**src/rtl/fifo_reader_pkg.sv**
```systemverilog
// Shared definitions for the fifo read-side master: FSM encoding,
// local buffer geometry and the 3-entry pointer increment helper.
// No ports; imported by fifo_reader and fifo_reader_buf.
package fifo_reader_pkg;

  // RUN delivers words downstream; FLUSH drains the fifo and discards everything.
  typedef enum logic {
    ST_RUN   = 1'b0,
    ST_FLUSH = 1'b1
  } state_t;

  // Three entries cover the 1-cycle fifo read latency plus one beat in
  // flight, which keeps one beat per cycle with a registered rd_en credit.
  localparam int BUF_DEPTH = 3;

  // Pointers wrap 2 -> 0 because the depth is not a power of two.
  function automatic logic [1:0] ptr_next(input logic [1:0] p);
    return (p == 2'd2) ? 2'd0 : p + 2'd1;
  endfunction

endpackage

```
**src/rtl/fifo_reader_buf.sv**
```systemverilog
// 3-entry circular skid buffer between fifo read data and the output stream.
// Latency: a pushed word is visible at head the cycle after the push edge.
// Backpressure: caller must not push when full or pop when empty; clear wins over push/pop.
//
// Ports:
//   clk, rst        clock, asynchronous active-low reset
//   clear           drop all entries (pointers and occupancy to 0)
//   push, push_data write push_data at the write pointer
//   pop             retire the head entry
//   head            entry at the read pointer
//   occ             number of buffered entries (0..3)
module fifo_reader_buf
  import fifo_reader_pkg::*;
#(
  parameter int DATA_WIDTH = 8
) (
  input  logic                  clk,
  input  logic                  rst,
  input  logic                  clear,
  input  logic                  push,
  input  logic [DATA_WIDTH-1:0] push_data,
  input  logic                  pop,
  output logic [DATA_WIDTH-1:0] head,
  output logic [1:0]            occ
);

  logic [DATA_WIDTH-1:0] mem [BUF_DEPTH];
  logic [1:0]            wr_ptr;
  logic [1:0]            rd_ptr;

  always_ff @(posedge clk or negedge rst) begin
    if (!rst) begin
      for (int i = 0; i < BUF_DEPTH; i++) begin
        mem[i] <= '0;
      end
    end else if (push && !clear) begin
      mem[wr_ptr] <= push_data;
    end
  end

  always_ff @(posedge clk or negedge rst) begin
    if (!rst) begin
      wr_ptr <= 2'd0;
      rd_ptr <= 2'd0;
      occ    <= 2'd0;
    end else if (clear) begin
      wr_ptr <= 2'd0;
      rd_ptr <= 2'd0;
      occ    <= 2'd0;
    end else begin
      if (push) begin
        wr_ptr <= ptr_next(wr_ptr);
      end
      if (pop) begin
        rd_ptr <= ptr_next(rd_ptr);
      end
      // Simultaneous push and pop leaves occupancy unchanged.
      case ({push, pop})
        2'b10:   occ <= occ + 2'd1;
        2'b01:   occ <= occ - 2'd1;
        default: occ <= occ;
      endcase
    end
  end

  assign head = mem[rd_ptr];

endmodule

```
**src/rtl/fifo_reader.sv**
```systemverilog
// Read-side master for a 1-cycle-latency fifo; presents the words as a valid/ready stream.
// Latency: rd_en in cycle N gives m_valid in cycle N+2; one beat per cycle in steady state.
// Backpressure: rd_en issued only on buffer credit (occ + inflight < 3); no m_ready->rd_en comb path.
//
// Ports:
//   clk, rst               clock, asynchronous active-low reset
//   fifo_data, fifo_empty  fifo read data (valid the cycle after rd_en) and empty flag
//   fifo_rd_en             fifo read enable
//   m_data, m_valid, m_ready  output stream
//   flush                  1-cycle request: discard local buffer and drain the fifo
//   flush_busy, flush_done flush in progress / 1-cycle pulse when it completes
//   beat_cnt               delivered beats, wraps
module fifo_reader
  import fifo_reader_pkg::*;
#(
  parameter int DATA_WIDTH = 8,
  parameter int CNT_WIDTH  = 16
) (
  input  logic                  clk,
  input  logic                  rst,
  input  logic [DATA_WIDTH-1:0] fifo_data,
  input  logic                  fifo_empty,
  output logic                  fifo_rd_en,
  output logic [DATA_WIDTH-1:0] m_data,
  output logic                  m_valid,
  input  logic                  m_ready,
  input  logic                  flush,
  output logic                  flush_busy,
  output logic                  flush_done,
  output logic [CNT_WIDTH-1:0]  beat_cnt
);

  state_t     state;
  state_t     state_nxt;
  logic       inflight;
  logic [1:0] occ;
  logic       credit_ok;
  logic       beat;
  logic       flush_go;
  logic       push;

  // Words already buffered plus the one returning from the fifo must fit.
  assign credit_ok = ({1'b0, occ} + {2'b00, inflight}) < 3'(BUF_DEPTH);
  assign beat      = m_valid && m_ready;
  assign flush_go  = (state == ST_RUN) && flush;
  // During FLUSH the returning words are simply not captured.
  assign push      = inflight && (state == ST_RUN);

  // State register
  always_ff @(posedge clk or negedge rst) begin
    if (!rst) begin
      state <= ST_RUN;
    end else begin
      state <= state_nxt;
    end
  end

  // Next-state logic
  always_comb begin
    state_nxt = state;
    case (state)
      ST_RUN: begin
        if (flush) begin
          state_nxt = ST_FLUSH;
        end
      end
      ST_FLUSH: begin
        // Wait for the last issued read to return before declaring drained.
        if (fifo_empty && !inflight) begin
          state_nxt = ST_RUN;
        end
      end
      default: state_nxt = ST_RUN;
    endcase
  end

  // Output logic
  always_comb begin
    fifo_rd_en = 1'b0;
    flush_busy = 1'b0;
    case (state)
      ST_RUN: begin
        fifo_rd_en = !fifo_empty && credit_ok;
      end
      ST_FLUSH: begin
        fifo_rd_en = !fifo_empty;
        flush_busy = 1'b1;
      end
      default: begin
        fifo_rd_en = 1'b0;
        flush_busy = 1'b0;
      end
    endcase
    // Reset must block reads immediately, independent of the async-cleared state.
    if (!rst) begin
      fifo_rd_en = 1'b0;
    end
    // occ is held at 0 throughout FLUSH, so no state qualifier is needed.
    m_valid = (occ != 2'd0);
  end

  always_ff @(posedge clk or negedge rst) begin
    if (!rst) begin
      inflight   <= 1'b0;
      flush_done <= 1'b0;
      beat_cnt   <= '0;
    end else begin
      inflight   <= fifo_rd_en;
      flush_done <= (state == ST_FLUSH) && (state_nxt == ST_RUN);
      if (beat) begin
        beat_cnt <= beat_cnt + CNT_WIDTH'(1);
      end
    end
  end

  fifo_reader_buf #(
    .DATA_WIDTH(DATA_WIDTH)
  ) u_buf (
    .clk       (clk),
    .rst       (rst),
    .clear     (flush_go),
    .push      (push),
    .push_data (fifo_data),
    .pop       (beat),
    .head      (m_data),
    .occ       (occ)
  );

endmodule
```
**config.mk**
```make
export PLATFORM = sky130hd
export DESIGN_NAME = fifo_reader
export DESIGN_NICKNAME = d
export VERILOG_FILES = /design/src/rtl/fifo_reader_pkg.sv /design/src/rtl/fifo_reader_buf.sv /design/src/rtl/fifo_reader.sv
export SDC_FILE = /design/constraint.sdc
export NUM_CORES = 1
export LEC_CHECK = 0
export CORE_ASPECT_RATIO = 0.9
export CORE_MARGIN = 2
export CORE_UTILIZATION = 51
export DETAILED_ROUTE_END_ITERATION = 8
export PLACE_DENSITY = 0.84
export SYNTH_ARGS = -nofsm -noshare
export SYNTH_HDL_FRONTEND = slang
export SYNTH_SLANG_ARGS = --single-unit
```
**constraint.sdc**
```tcl
create_clock -name clk -period 2.1 [get_ports clk]
set_clock_uncertainty 0.2 [all_clocks]
set_input_delay 0.42 -clock clk [delete_from_list [all_inputs] [get_ports clk]]
set_output_delay 0.42 -clock clk [all_outputs]
set_load 0.1 [all_outputs]
```
==> run summary, run 1 <==
Run status - finished with violations
Failing checks - setup timing
Combinational power share - 0.515
Critical R2R Capture - u_buf.mem[20]$_DFFE_PN0P_
Register-to-Register Path Depth - 5
Crit path max fanout - 2
Via density - 5.47
Layout cells sized above 1 - 0.472
DRC errors left - 0
Port bufs - 40
DRT antenna net count - 0
Final hold violations - 0
Yosys cell types - 34
Vias in the first global route - 1,662
Antenna violations before repair - 0
Root Buffer - clkbuf_8
Final period demand of the worst path - 2.38 ns
Power, Total - 3.77 mW
Slew Limit Headroom - 0.597
Power density over the cells - 1110 nW/µm²
Worst-Skew Late Latency - 0.31 ns
Max_cap viols - 0
Post-route cell area - 3400 µm²
Final Cycle Share - 1.13
CP endpoint kind - output port
CP required - 1.48 ns
First-pass GRT wire length - 8.02 mm
Max incr delay on CP - 0.40 ns
Most frequent cells in the layout - dfrtp_1 (38), buf_12 (29), nand2_1 (24)
DR vias - 1,640
GP Congestion - 0.737
Maximum VDD drop - 0.798 mV
Mean Syn Cell Area - 12.2 µm²
Non-Filler Instances - 300
# clock sinks - 49
Flop2flop setup slack - 0.30 ns
CP Data Arrival Time - 1.76 ns
Detail Placement HPWL - 3.52 mm
Area after DPL - 3220 µm²
Synth top area share - 0.551
Worst min path class - input pin to async pin
DIE AREA - 4910 µm²
DRT Wirelength - 5.13 mm
Cell Chain, Critical Path - ha_2 -> ha_4 -> a21oi_2 -> nor2_2 -> nor3b_4 -> buf_12
Drt first pass iters - 4
CTS buffer count - 5
Synthesized Nets - 199
Actual slew at the worst max-slew pin - 0.604 ns
Fillcell total - 221
Synth Register Bits - 49
Area grow syn2layout - 53.0%
Setup ws final - -0.283 ns
Post-Syn Area - 2220 µm²
Sequential cell area - 1240 µm²
Clock Tree Buf Depth - 2
Iter 0 DRT Violations - 108
Register area share after synthesis - 0.551
Clk pwr share - 0.148
Finish-stage setup viols - 2
Max Transition Viols Final - 0
RR Startpoint - state$_DFF_PN0_
Die Ht - 66.7 µm
Sequential cell fraction of total power - 0.336
Util after Layout - 0.824
# IOs - 41
Core area - 4130 µm²
Synth area leaders - dfrtp_1 (55%), mux2_2 (8.1%), mux2_4 (5.4%)
Grt total ovfl - 0
P_sw - 1.65 mW
Starting density of the core - 0.539
Startpoint types - flop
Worst Setup Path Type - flop to output port
Clock-pin transition on the worst setup and hold timing paths - 0.09 ns
Largest net degree at the start of global routing - 50
Pleak - 1.52 nW
RSZ-0062 raised after global routing - yes
Htree depth - 2
Area of the multi-input gates - 1130 µm²
Core Rows - 22
Placed cell count - 285
Syn. warnings - 0
Nets - 267
Fmax - 0.420 GHz
CTS tree - yes
Die Wd - 73.6 µm
Switching portion of total power - 0.438
Wirelength per Cell - 17.1 µm
Biggest area consumer among synthesized cells - dfrtp_1
Most common cell after layout, fill and taps aside - dfrtp_1
Post-Syn Instances - 183
Internal Pwr Total - 2.12 mW
Total track usage - 0.220
N_diodes - 0
CP startpoint - u_buf.occ[0]$_DFFE_PN0P_
Critical path's slowest cell - dfrtp_1
[flip-flops by register name, indices dropped and copies added (netlist names)]
register      count
state             1
flush_done        1
u_buf.occ         2
u_buf.mem        24
u_buf.wr_ptr      2
inflight          1
beat_cnt         16
u_buf.rd_ptr      2
[synth_stat cells, drive strengths merged]
| master | instances |
|---|---|
| nor2b | 3 |
| clkbuf | 2 |
| nor3b | 1 |
| mux2i | 8 |
| nand2b | 2 |
| o31ai | 1 |
| xnor2 | 13 |
| o2111ai | 1 |
| or3 | 1 |
| nand4b | 2 |
| a31oi | 1 |
| mux2 | 24 |
| a32oi | 1 |
| nand3 | 6 |
| ha | 3 |
| nand4 | 4 |
| dfrtp | 49 |
| a21oi | 5 |
| or2 | 1 |
| nand2 | 24 |
| and2 | 2 |
| nor3 | 2 |
| nor2 | 9 |
| o21ai | 9 |
| o21bai | 1 |
| xor2 | 2 |
| nand3b | 1 |
| buf | 3 |
| and4 | 2 |
[through the flow]
stage | setup TNS, ns | hold WS (ns) | setup WS [ns]
2_1_floorplan | -0.652 | -0.0756 | -0.428
3_3_place_gp | -0.801 | 0.286 | -0.100
3_5_place_dp | -0.931 | 0.294 | -0.120
4_1_cts | -0.249 | 0.0512 | -0.249
5_1_grt | -0.442 | 0.0811 | -0.327
6_report | -0.308 | 0.0294 | -0.283
[critical path: cells and delay by family (launching register included)]
family                     cells  cell delay, ns
DFF                            1            0.40
AOI/OAI and AO/OA              1            0.13
and+or+nand+nor                2            0.32
adders and majority gates      2            0.41
buffers and inverters          1            0.21
[cells by family (layout without fill, tap and decap cells)]
| family | count (synthesis) | after routing | share of synthesized area |
|---|---|---|---|
| multiplexers | 32 | 32 | 0.171 |
| XOR/XNOR | 15 | 15 | 0.0591 |
| flip-flops | 49 | 49 | 0.551 |
| AND/OR/NAND/NOR | 60 | 60 | 0.138 |
| buffers and inverters | 5 | 74 | 0.0129 |
| AO/OA/AOI/OAI | 19 | 19 | 0.0506 |
| adder cells (fa/ha/maj) | 3 | 3 | 0.0169 |
[power by group through the flow]
stage | Sequential [mW] | Combinational, mW | Clock [mW]
after global routing | 1.29 | 2.01 | 0.605
after detailed placement | 1.26 | 1.90 | 0
after floorplan | 1.45 | 1.03 | 0
after CTS | 1.25 | 1.92 | 0.568
after global placement | 1.26 | 1.87 | 0
final | 1.27 | 1.94 | 0.559
[repair_timing]
| item | 4_1_cts | 5_1_grt |
|---|---|---|
| resized for setup | 5 | 7 |
| hold buffers | 0 | 0 |
| endpoints found under the setup margin | 9 | 8 |
| setup buffers | 4 | 3 |
| pin swaps | 1 | 2 |
[cell type report]
| class | instances | area share |
|---|---|---|
| clock buffers | 6 | 0.0213 |
| clock inverters | 2 | 0.00404 |
| multi-input cells | 129 | 0.331 |
| flip-flops and latches | 49 | 0.364 |
| well taps | 48 | 0.0176 |
| repair buffers | 66 | 0.262 |
[worst max-delay path by stage]
stage | to | slack (ns) | cells after the start
floorplan | fifo_rd_en | -0.43 | 5
global placement | u_buf.mem[20]$_DFFE_PN0P_ | -0.10 | 6
detailed placement | u_buf.mem[21]$_DFFE_PN0P_ | -0.12 | 6
CTS | fifo_rd_en | -0.25 | 6
global route | fifo_rd_en | -0.33 | 6
finish | fifo_rd_en | -0.28 | 6
[routing by layer]
metal  vias up  global-route usage  part of all wire
met3         7              0.0439             0.021
met1       830               0.281              0.44
li1        776                   -                 -
met4         0              0.0864             0.012
met5         -                   0                 0
met2        27               0.367              0.52
(Power assumes the default switching activity.)
==> inputs of run 2 (changes only) <==
--- a/config.mk
+++ b/config.mk
@@ -9,6 +9,7 @@
 export CORE_MARGIN = 2
 export CORE_UTILIZATION = 51
 export DETAILED_ROUTE_END_ITERATION = 8
+export GPL_TIMING_DRIVEN = 0
 export PLACE_DENSITY = 0.84
 export SYNTH_ARGS = -nofsm -noshare
 export SYNTH_HDL_FRONTEND = slang
==> run summary, run 2 (synthesis gave the netlist of run 1 again) <==
Run status - finished with violations
Failing checks - setup timing
Iter 0 DRT Violations - 83
P_sw - 1.68 mW
DRT antenna net count - 0
Most frequent CP cell - ha_4
# IOs - 41
Antenna violations before repair - 0
Finish-stage setup viols - 2
Switching portion of total power - 0.446
Power density over the cells - 1160 nW/µm²
First-pass GRT wire length - 8.34 mm
DIE AREA - 4910 µm²
Worst Setup Path Type - flop to output port
CP Data Arrival Time - 1.78 ns
Port bufs - 40
CP endpoint kind - output port
Final hold violations - 0
CP startpoint - u_buf.occ[0]$_DFFE_PN0P_
Largest net degree at the start of global routing - 38
Die Wd - 73.6 µm
Clock-pin transition on the worst setup and hold timing paths - 0.10 ns
Total track usage - 0.228
Grt total ovfl - 0
Drt first pass iters - 5
Biggest register - u_buf.mem
Max Transition Viols Final - 0
DRC errors left - 0
Max incr delay on CP - 0.44 ns
RSZ-0062 raised after global routing - yes
Actual slew at the worst max-slew pin - 0.952 ns
# clock sinks - 49
Worst-Skew Late Latency - 0.30 ns
Htree depth - 2
Fmax - 0.416 GHz
Final period demand of the worst path - 2.40 ns
RR Startpoint - state$_DFF_PN0_
Root Buffer - clkbuf_8
CTS buffer count - 5
CP required - 1.48 ns
Layout cells sized above 1 - 0.475
Setup ws final - -0.304 ns
Most frequent cells in the layout - dfrtp_1 (37), nand2_1 (20), mux2_2 (16), clkdlybuf4s15_2 (16), xnor2_1 (13)
Combinational power share - 0.502
Pleak - 1.43 nW
Crit path max fanout - 2
Clock Tree Buf Depth - 2
Power, Total - 3.77 mW
Final Cycle Share - 1.14
Clk pwr share - 0.160
Wirelength per Cell - 18.4 µm
Cell Chain, Critical Path - ha_4 -> ha_4 -> a21oi_4 -> nor2_2 -> nor3b_4 -> buf_12
Biggest registers after layout - u_buf.mem (24), beat_cnt (16)
Starting density of the core - 0.539
DR vias - 1,634
Die Ht - 66.7 µm
Core Rows - 22
Slew Limit Headroom - 0.368
Area grow syn2layout - 46.4%
Vias in the first global route - 1,679
DRT Wirelength - 5.31 mm
Worst Path Buf+Inv - 1
Worst min path class - flop to flop
CTS tree - yes
Most common cell after layout, fill and taps aside - dfrtp_1
Nets - 255
Setup TNS - -0.489 ns
Core area - 4130 µm²
Sequential cell fraction of total power - 0.337
Hold_sp - beat_cnt[15]$_DFFE_PN0P_
Max reg flops - 24
Via density - 5.67
Startpoint types - flop
Internal Pwr Total - 2.09 mW
Maximum VDD drop - 0.966 mV
N_diodes - 0
CP delay by family, top - flip-flops
GP Congestion - 0.788
Detail Placement HPWL - 3.20 mm
Max_cap viols - 0
Critical path's slowest cell - dfrtp_2
[run 2: final timing paths]
| kind | depth (start not counted) | slack (ns) | endpoint |
|---|---|---|---|
| max | 6 | -0.30 | fifo_rd_en |
| min | 1 | 0.29 | beat_cnt[15]$_DFFE_PN0P_ |
| max reg2reg | 5 | 0.24 | u_buf.mem[23]$_DFFE_PN0P_ |
| min reg2reg | 1 | 0.29 | beat_cnt[15]$_DFFE_PN0P_ |
| max in group asynchronous | 4 | 0.90 | beat_cnt[2]$_DFFE_PN0P_ |
| min in group asynchronous | 2 | 0.45 | u_buf.mem[10]$_DFFE_PN0P_ |
[run 2: timing repair]
item,CTS,global route
hold buffers,3,0
endpoints found under the setup margin,28,24
endpoints found under the hold margin,12,0
pin swaps,1,2
gates resized for setup,150,23
gates cloned,0,1
buffers inserted,2,2
[run 2: layout make-up]
type	instances	area, µm²
Multi-Input combinational cell	129	1190
Clock buffer	6	82.6
Buffer	5	55.1
Clock inverter	2	16.3
Fill cell	250	872
Sequential cell	49	1240
Tap cell	48	60.1
Timing Repair Buffer	49	612
[run 2: per-stage QoR]
step / hold slack, ns / area [µm²] / setup WS [ns] / cells / utilization
finish: 0.289 / 3260 / -0.304 / 288 / 0.789
global route: 0.315 / 3260 / -0.353 / 288 / 0.789
CTS: 0.294 / 3130 / -0.265 / 285 / 0.759
detailed placement: 0.120 / 2830 / -0.949 / 272 / 0.686
global placement: 0.270 / 2820 / -2.56 / 271 / 0.682
floorplan: -0.0756 / 2360 / -0.428 / 183 / -
[run 2: power groups by stage]
stage	clock network (mW)	registers [mW]	logic, mW
2_1_floorplan	0	1.45	1.03
3_3_place_gp	0	1.24	1.56
3_5_place_dp	0	1.24	1.59
4_1_cts	0.607	1.25	1.81
5_1_grt	0.654	1.29	1.96
6_report	0.605	1.27	1.89
[run 2: metal layers]
layer,track usage,part of all wire,vias up
li1,-,-,759
met1,0.305,0.43,817
met2,0.368,0.52,48
met3,0.0439,0.035,10
met4,0.0818,0.018,0
met5,0,0,-
==> inputs of run 3 (changes only) <==
--- a/config.mk
+++ b/config.mk
@@ -9,7 +9,6 @@
 export CORE_MARGIN = 2
 export CORE_UTILIZATION = 51
 export DETAILED_ROUTE_END_ITERATION = 8
-export GPL_TIMING_DRIVEN = 0
 export PLACE_DENSITY = 0.84
 export SYNTH_ARGS = -nofsm -noshare
 export SYNTH_HDL_FRONTEND = slang
==> results of run 3 <==
Same layout as run 1: the final DEF is identical, and so are final timing and power.
